--- src/rtl/freq_lock_pkg.sv ---
// Shared types and helpers for the frequency lock controller.
package freq_lock_pkg;

    localparam int unsigned PERIOD_W = 8;
    localparam int unsigned WDOG_W   = 16;

    typedef enum logic [2:0] {
        StIdle   = 3'd0,
        StRamp   = 3'd1,
        StTrack  = 3'd2,
        StLocked = 3'd3,
        StFault  = 3'd4
    } state_e;

    // Bits needed to hold values 0 .. value-1 (never less than one bit).
    function automatic int unsigned clog2(input int unsigned value);
        int unsigned width;
        width = 1;
        while ((32'd1 << width) < value) begin
            width++;
        end
        return width;
    endfunction

    // Fold a 9-bit intermediate period back into the legal range [1,255].
    function automatic logic [PERIOD_W-1:0] clamp_period(input logic [PERIOD_W:0] value);
        if (value == '0) begin
            return PERIOD_W'(1);
        end else if (value[PERIOD_W]) begin
            return '1;
        end
        return value[PERIOD_W-1:0];
    endfunction

endpackage

--- src/rtl/freq_lock_wdog.sv ---
// psi watchdog: counts clk cycles while enabled, restarts on a kick (psi fall) or clear
// (state change), and flags expiry in the terminal cycle unless that cycle is kicked.
module freq_lock_wdog
    import freq_lock_pkg::*;
#(
    parameter logic [WDOG_W-1:0] TIMEOUT = 16'd50000
) (
    input  logic clk,
    input  logic rst,
    input  logic enable,
    input  logic clear,
    input  logic kick,
    output logic expire
);

    logic [WDOG_W-1:0] cnt_q;
    logic [WDOG_W-1:0] cnt_d;

    // Next count: restart on any clear source, otherwise count up and saturate.
    always_comb begin
        cnt_d = cnt_q;
        if (!enable || clear || kick) begin
            cnt_d = '0;
        end else if (cnt_q != '1) begin
            cnt_d = cnt_q + WDOG_W'(1);
        end
    end

    // Counter register.
    always_ff @(posedge clk) begin
        if (rst) begin
            cnt_q <= '0;
        end else begin
            cnt_q <= cnt_d;
        end
    end

    // A fall in the terminal cycle rescues the loop.
    always_comb begin
        expire = enable && !kick && (cnt_q == (TIMEOUT - WDOG_W'(1)));
    end

endmodule

--- src/rtl/freq_lock_ctrl.sv ---
// Regulator lock sequencer: holds the regulator in reset while idle, ramps set_period to the
// sampled target, tracks inc/dec activity to declare and supervise lock, and runs a psi watchdog.
// Optional feature: define FREQ_LOCK_RELOCK_EN to fall back to TRACK on loss of lock instead of
// going to FAULT.
module freq_lock_ctrl
    import freq_lock_pkg::*;
#(
    parameter logic [PERIOD_W-1:0] START_PERIOD = 8'd16,
    parameter logic [PERIOD_W-1:0] STEP         = 8'd1,
    parameter int unsigned         LOCK_CNT     = 4,
    parameter int unsigned         LOSS_CNT     = 3,
    parameter int unsigned         MAX_ADJ      = 255,
    parameter logic [WDOG_W-1:0]   TIMEOUT      = 16'd50000
) (
    input  logic                clk,
    input  logic                rst,
    input  logic                start,
    input  logic                abort,
    input  logic [PERIOD_W-1:0] target_period,
    input  logic                psi,
    input  logic                inc,
    input  logic                dec,
    output logic [PERIOD_W-1:0] set_period,
    output logic                reg_rst,
    output logic                busy,
    output logic                locked,
    output logic                fault,
    output logic [2:0]          state_o
);

    localparam int unsigned OkW   = clog2(LOCK_CNT + 1);
    localparam int unsigned AdjW  = clog2(MAX_ADJ + 1);
    localparam int unsigned MissW = clog2(LOSS_CNT + 1);

    state_e state_q, state_d;

    logic                psi_q;
    logic                fall;
    logic                adj_evt;
    logic                clean_evt;
    logic                wdog_en;
    logic                wdog_clear;
    logic                wdog_expire;

    logic [PERIOD_W-1:0] sp_q, sp_d;
    logic [PERIOD_W-1:0] tgt_q, tgt_d;
    logic [PERIOD_W-1:0] ramp_next;
    logic [OkW-1:0]      ok_q, ok_d, ok_step;
    logic [AdjW-1:0]     adj_q, adj_d, adj_step;
    logic [MissW-1:0]    miss_q, miss_d, miss_step;
    logic                ok_hit;
    logic                adj_hit;
    logic                miss_hit;

    // psi edge detection and qualified regulator strobes.
    always_comb begin
        fall      = psi_q && !psi;
        adj_evt   = fall && (inc || dec);
        clean_evt = fall && !(inc || dec);
    end

    // Saturating counter updates for the current fall, and the thresholds they hit.
    always_comb begin
        ok_step   = ok_q;
        adj_step  = adj_q;
        miss_step = miss_q;
        if (adj_evt) begin
            ok_step = '0;
            if (adj_q != AdjW'(MAX_ADJ)) begin
                adj_step = adj_q + AdjW'(1);
            end
            if (miss_q != MissW'(LOSS_CNT)) begin
                miss_step = miss_q + MissW'(1);
            end
        end else if (clean_evt) begin
            miss_step = '0;
            if (ok_q != OkW'(LOCK_CNT)) begin
                ok_step = ok_q + OkW'(1);
            end
        end
        ok_hit   = clean_evt && (ok_step == OkW'(LOCK_CNT));
        adj_hit  = adj_evt && (adj_step == AdjW'(MAX_ADJ));
        miss_hit = adj_evt && (miss_step == MissW'(LOSS_CNT));
    end

    // One ramp step toward the target, never overshooting it.
    always_comb begin
        logic [PERIOD_W:0] sp9, tgt9, step9;
        sp9   = {1'b0, sp_q};
        tgt9  = {1'b0, tgt_q};
        step9 = {1'b0, STEP};
        if (tgt_q > sp_q) begin
            ramp_next = ((sp9 + step9) > tgt9) ? tgt_q : clamp_period(sp9 + step9);
        end else begin
            ramp_next = (sp9 < (tgt9 + step9)) ? tgt_q : clamp_period(sp9 - step9);
        end
    end

    // Watchdog runs only while the regulator is active; a state change restarts it.
    always_comb begin
        wdog_en    = (state_q == StRamp) || (state_q == StTrack) || (state_q == StLocked);
        wdog_clear = (state_d != state_q);
    end

    freq_lock_wdog #(
        .TIMEOUT (TIMEOUT)
    ) u_wdog (
        .clk    (clk),
        .rst    (rst),
        .enable (wdog_en),
        .clear  (wdog_clear),
        .kick   (fall),
        .expire (wdog_expire)
    );

    // State register.
    always_ff @(posedge clk) begin
        if (rst) begin
            state_q <= StIdle;
        end else begin
            state_q <= state_d;
        end
    end

    // Next-state logic; abort overrides everything except rst.
    always_comb begin
        state_d = state_q;
        if (abort) begin
            state_d = StIdle;
        end else begin
            unique case (state_q)
                StIdle: begin
                    if (start) begin
                        state_d = (target_period == '0) ? StFault : StRamp;
                    end
                end
                StRamp: begin
                    if (wdog_expire) begin
                        state_d = StFault;
                    end else if (sp_q == tgt_q) begin
                        state_d = StTrack;
                    end
                end
                StTrack: begin
                    if (wdog_expire) begin
                        state_d = StFault;
                    end else if (ok_hit) begin
                        state_d = StLocked;
                    end else if (adj_hit) begin
                        state_d = StFault;
                    end
                end
                StLocked: begin
                    if (wdog_expire) begin
                        state_d = StFault;
                    end else if (miss_hit) begin
`ifdef FREQ_LOCK_RELOCK_EN
                        state_d = StTrack;
`else
                        state_d = StFault;
`endif
                    end
                end
                StFault: begin
                    state_d = StFault;
                end
                default: begin
                    state_d = StIdle;
                end
            endcase
        end
    end

    // Datapath next values: set_period, sampled target and the lock counters.
    always_comb begin
        sp_d   = sp_q;
        tgt_d  = tgt_q;
        ok_d   = ok_q;
        adj_d  = adj_q;
        miss_d = miss_q;
        if (abort) begin
            sp_d   = START_PERIOD;
            ok_d   = '0;
            adj_d  = '0;
            miss_d = '0;
        end else begin
            unique case (state_q)
                StIdle: begin
                    if (start) begin
                        tgt_d  = target_period;
                        sp_d   = START_PERIOD;
                        ok_d   = '0;
                        adj_d  = '0;
                        miss_d = '0;
                    end
                end
                StRamp: begin
                    if (sp_q == tgt_q) begin
                        ok_d  = '0;
                        adj_d = '0;
                    end else if (fall) begin
                        sp_d = ramp_next;
                    end
                end
                StTrack: begin
                    ok_d  = ok_step;
                    adj_d = adj_step;
                    if (state_d == StLocked) begin
                        miss_d = '0;
                    end
                end
                StLocked: begin
                    miss_d = miss_step;
                    if (state_d == StTrack) begin
                        ok_d  = '0;
                        adj_d = '0;
                    end
                end
                default: begin
                end
            endcase
        end
    end

    // Datapath registers.
    always_ff @(posedge clk) begin
        if (rst) begin
            psi_q  <= 1'b0;
            sp_q   <= START_PERIOD;
            tgt_q  <= '0;
            ok_q   <= '0;
            adj_q  <= '0;
            miss_q <= '0;
        end else begin
            psi_q  <= psi;
            sp_q   <= sp_d;
            tgt_q  <= tgt_d;
            ok_q   <= ok_d;
            adj_q  <= adj_d;
            miss_q <= miss_d;
        end
    end

    // Outputs decoded from the state register.
    always_comb begin
        set_period = sp_q;
        reg_rst    = (state_q == StIdle) || (state_q == StFault);
        busy       = (state_q == StRamp) || (state_q == StTrack) || (state_q == StLocked);
        locked     = (state_q == StLocked);
        fault      = (state_q == StFault);
        state_o    = state_q;
    end

endmodule

--- config.mk ---
export PLATFORM = sky130hd
export DESIGN_NAME = freq_lock_ctrl
export DESIGN_NICKNAME = d
export VERILOG_FILES = /design/src/rtl/freq_lock_pkg.sv /design/src/rtl/freq_lock_wdog.sv /design/src/rtl/freq_lock_ctrl.sv
export SDC_FILE = /design/constraint.sdc
export NUM_CORES = 1
export LEC_CHECK = 0
export CORE_UTILIZATION = 35
export DETAILED_ROUTE_END_ITERATION = 16
export DONT_BUFFER_PORTS = 1
export SLEW_MARGIN = 5
export SYNTH_ARGS = -nofsm -noshare
export SYNTH_HDL_FRONTEND = slang
export SYNTH_SLANG_ARGS = --single-unit
--- constraint.sdc ---
create_clock -name clk -period 3.6 [get_ports clk]
set_clock_uncertainty 0.15 [all_clocks]
set_input_delay 0.36 -clock clk [delete_from_list [all_inputs] [get_ports clk]]
set_output_delay 0.36 -clock clk [all_outputs]
set_load 0.005 [all_outputs]
After elaboration in Yosys (flattened, before gate mapping)

Index checks and enable logic that the tools add are counted.

Bits in registers: 49
Bits of input ports: 15
Logic and storage cells: 121

Reductions and logical operators: 31
Add/sub/neg operators: 7
$lt $le $gt $ge: 3
Mux-type cells: 49
Bitwise operators: 1
Eq/ne operators: 22

Operators by type and width:

| kind                    | number |
|---|---|
| $mux W8                 | 17 |
| $mux W3                 | 16 |
| $pmux W8 S4             | 1 |
| $add A8 B1 Y9 const B   | 2 |
| $logic_not A9 Y1        | 2 |
| $add A16 B1 Y16 const B | 1 |
| $eq A16 B16 Y1 const B  | 1 |
| $ne A16 B16 Y1 const B  | 1 |
| $pmux W8 S2             | 1 |
| $pmux W3 S5             | 1 |
| $eq A3 B2 Y1 const B    | 4 |
| $pmux W3 S4             | 1 |
| $mux W2                 | 5 |
| $ne A2 B2 Y1 const B    | 5 |
| $gt A9 B8 Y1            | 1 |
| $lt A8 B9 Y1            | 1 |
| $sub A8 B1 Y9 const B   | 1 |
| $add A8 B1 Y8 const B   | 1 |
| $eq A8 B8 Y1            | 1 |
| $eq A8 B8 Y1 const B    | 1 |
| $gt A8 B8 Y1            | 1 |
| $logic_and A1 B1 Y1     | 8 |
| $logic_not A8 Y1        | 1 |
| $ne A8 B8 Y1 const B    | 1 |
| other kinds (20)        | 38 |

Longest topological paths before layout

Word-level depth: 15
Depth in mapped cells: 14
Mapped depth without buffers: 13

Cells and area by module

Synthesis repeated with hierarchy kept, for this count alone.

Cells, all modules: 527
Area, all modules: 4068.9 sq um

By module, submodules not included:

| module         | times used | cells an instance | area an instance (sq um) |
|---|---|---|---|
| freq_lock_ctrl | 1          | 430               | 3250.6 |
| freq_lock_wdog | 1          | 97                | 818.3 |

Worst setup path before layout

Ideal clock, no wire load.

Kind: flip-flop to flip-flop
From: register sp_q[0], in the netlist set_period[0]
To: register sp_q[5], in the netlist set_period[5]
Path slack: 0.379 ns
Library setup time: 0.122 ns
Data arrival time: 2.948 ns
Stages on the path, launching flop included: 14
Cells stage by stage: dfxtp_1 -> ha_1 -> nand2_1 -> or3_1 -> xnor2_1 -> inv_1 -> ha_1 -> nand4_1 -> or2_2 -> a21oi_1 -> buf_2 -> mux2_2 -> a22oi_1 -> o21ai_1

Cells in the longest elaborated chain, start to end: 10

RTL lines:

| what                                                   | line                  | source |
|---|---|---|
| start, declared                                        | freq_lock_ctrl.sv:45  | `logic [PERIOD_W-1:0] sp_q, sp_d;` |
| start signal, assigned                                 | freq_lock_ctrl.sv:236 | `sp_q <= sp_d;` |
| branches (longest 10 deep; another with $add A8 B1 Y9) | --                    |  |

Several ways; the timed one is not identified. The select of a mux whose other input is x is not followed.
A chain may end at the register's enable or synchronous reset.

Worst setup path after layout

From: register sp_q[5], in the netlist set_period[5]
To: register sp_q[3], in the netlist set_period[3]

Same word-level chain as after synthesis.

==> impl_metrics.env <==
export IMPL_status="finished, final reports clean"
export IMPL_clkSinkCount=49
export IMPL_vdd_drop_max_uv=166
export IMPL_layout_nets=554
export IMPL_min_period_over_period_pct=91.7
export IMPL_finalHoldViolCount=0
export IMPL_drive_above_1_share_pct=7.09
export IMPL_wirelength_mm=10.7
export IMPL_grt_util_all_layers_pct=19.0
export IMPL_final_setup_tns_ns=0
export IMPL_ys_warn_count=0
export IMPL_yosysSeqAreaShare_pct=25.2
export IMPL_die_h_um=108
export IMPL_cts_buffer_depth=2
export IMPL_syn_inst=505
export IMPL_p_leak_nw=1.47
export IMPL_cp_start_kind="flip-flop"
export IMPL_synth_edf_count=0
export IMPL_ys_async_sr_fraction_pct=0
export IMPL_crit_family="simple AND/OR/NAND/NOR gates"
export IMPL_postLayoutCoreUtil_pct=38.5
export IMPL_grt_pass1_wl_mm=17.3
export IMPL_synth_area_top_cells="dfxtp_1 25%, ha_1 10%, nor2_1 6.4%"
export IMPL_cp_num_buf_inv=3
export IMPL_drt_pass1_iter_count=5
export IMPL_synthesis_nets=552
export IMPL_ys_ff_latch=49
export IMPL_yosysTopAreaCellShare_pct=25.2
export IMPL_post_dp_hpwl_mm=8.09
export IMPL_seq_area_sq_um=981
export IMPL_cts_resized=0
export IMPL_placement_io_buffers=0
export IMPL_stdcell_area_sq_um=4170
export IMPL_path_class="flip-flop to flip-flop"
export IMPL_worst_pin_slew_ns=0.859
export IMPL_fill_cells=1154
export IMPL_numCtsBuffers=5
export IMPL_htree_levels=2
export IMPL_wl_per_cell_um=16.5
export IMPL_post_cts_setup_buffers=0
export IMPL_synth_area_sq_um=3900
export IMPL_antenna_found_initial=0
export IMPL_worstPathArrival_ns=3.34
export IMPL_grt_pass1_vias=3443
export IMPL_cts_root_buf="clkbuf_8"
export IMPL_core_rowCount=38
export IMPL_drtIter0Drc=302
export IMPL_viasPerCell=5.75
export IMPL_post_dp_cell_area_sq_um=4060
export IMPL_vias=3725
export IMPL_slowest_delay_ns=0.49
export IMPL_finalMaxSlewViolations=0
export IMPL_diodes=0
export IMPL_drtAntennaViolNets=0
export IMPL_gp_congestion=0.897
export IMPL_critPathRequiredTime_ns=3.64
export IMPL_cts_tree="built"
export IMPL_powerDensity_nw_per_um2=266
export IMPL_yosys_area_top_type="dfxtp_1"
export IMPL_start_util_pct=35.9
export IMPL_core_area_sq_um=10800
export IMPL_setup_violations=0
export IMPL_maxCapViolCount=0
export IMPL_yosysUniqueCellTypes=64
export IMPL_synthToLayoutAreaGrowth_pct=7.03
export IMPL_multi_input_area_sq_um=2710
export IMPL_synth_main_ff_cell="dfxtp_1"
export IMPL_holdCritPathClass="input pin to flip-flop"
export IMPL_ctsHoldBuffers=1
export IMPL_grt_max_degree=19
export IMPL_slowest_stage="dfxtp_1"
export IMPL_die_w_um=108
export IMPL_cpMostUsedCell="inv_1"
export IMPL_critPathCaptureType="flip-flop"
export IMPL_ioPinCount=30
export IMPL_slew_headroom_pct=42.5
export IMPL_clk_insertion_delay_late_ns=0.32
export IMPL_avgSynthCellArea_sq_um=7.72
export IMPL_clk_pin_slew_worst_paths_ns=0.12
export IMPL_crit_chain="inv_1, or3_1, xnor2_1, inv_1, ha_1, nand4_1, or2_2, a21oi_1, buf_4, mux2_2, a22oi_1, o21ai_0"
export IMPL_min_period_ns=3.30
export IMPL_crit_fanout=11
export IMPL_overflow=0
export IMPL_drc=0
export IMPL_max_freq_mhz=303
export IMPL_rsz0062_at_grt="no"
export IMPL_die_area_sq_um=11600
[cell families after synthesis]
family | share of synthesized area, %
xor gates and xnor gates | 6.07
muxes | 3.95
AOI/OAI and AO/OA | 20.0
DFF | 25.2
adders and majority gates | 10.3
and+or+nand+nor | 29.2
buffers and inverters | 5.33
[worst register-to-register path, cell delays in order, from the launching register on]
cell,delay [ns]
dfxtp_1,0.49
inv_1,0.16
or3_1,0.44
xnor2_1,0.26
inv_1,0.07
ha_1,0.30
nand4_1,0.11
or2_2,0.29
a21oi_1,0.13
buf_4,0.20
mux2_2,0.35
a22oi_1,0.14
o21ai_0,0.09
[cell usage after synthesis (5+ instances only)]
master    number
nor2_1        66
dfxtp_1       49
nand2_1       38
a21oi_1       32
ha_1          32
inv_1         27
nand3_1       23
nor3_1        20
nand4_1       18
xnor2_1       17
o21ai_0       13
mux2i_1       12
xor2_1        10
a31oi_1        9
and3_1         9
clkbuf_1       9
a211oi_1       7
o21a_1         7
nor2b_1        6
a22oi_1        5
nand2b_1       5
nor4_1         5
o211ai_1       5
or3_1          5
[metrics by stage]
stage | hold WS [ns] | worst slack, ns | std cells | total power, W
floorplan | 0.282 | 0.379 | 505 | 0.000697
global placement | 0.284 | 0.412 | 639 | 0.000741
detailed placement | 0.284 | 0.342 | 639 | 0.000742
CTS | 0.0108 | 0.307 | 648 | 0.00112
global route | 0.0248 | 0.0639 | 648 | 0.00116
finish | 0.0203 | 0.298 | 648 | 0.00111
[state kept, by name, indices dropped and copies added, names as in the netlist]
register	cells
u_wdog.cnt_q	16
psi_q	1
state_o	3
ok_q	3
miss_q	2
adj_q	8
set_period	8
tgt_q	8
[power by group]
group	leakage [nW]	switching (W)	internal [W]
sequential	0.396	0.00000948	0.000548
combinational	1.03	0.000109	0.0000693
clock	0.0506	0.000227	0.000146
[per-layer routing]
layer / up-vias / wire (um) / track usage [%]
met4: 0 / 142 / 4.99
li1: 1856 / - / -
met3: 13 / 704 / 3.81
met5: - / 0 / 0
met1: 1722 / 4870 / 25.4
met2: 134 / 5000 / 31.0
[cell usage in the layout, fill, tap and decap left out, drive strengths merged, types with 5 or more instances in the layout]
master  synthesis  routed
nor2b           6       6
clkbuf          9       5
o21ai          16      16
a22oi           5       5
xnor2          17      17
nor2           67      67
buf            10      13
nand2          39      39
or3             5       5
and3            9       9
nand4          18      18
nor4            5       5
inv            27      29
nand2b          6       6
ha             32      32
o211ai          5       5
a21oi          32      32
a31oi           9       9
nor3           20      20
dfxtp          49      49
o21a            7       7
a211oi          8       8
xor2           10      10
mux2i          12      12
nand3          25      25
[final cells by class]
class	instances	share of cell area (%)
Multi-Input combinational cell	410	64.9
Clock inverter	3	0.690
Tap cell	140	4.20
Timing Repair Buffer	14	2.58
Clock buffer	5	1.65
Sequential cell	49	23.5
Inverter	27	2.43
[worst paths after layout]
kind / start / depth (start not counted) / to / slack [ns]
max: set_period[5] / 12 / set_period[3] / 0.30
min: psi / 1 / psi_q / 0.02
max reg2reg: set_period[5] / 12 / set_period[3] / 0.30
min reg2reg: ok_q[1] / 2 / ok_q[1] / 0.37
Note: power is estimated with default switching activity, not from simulation.
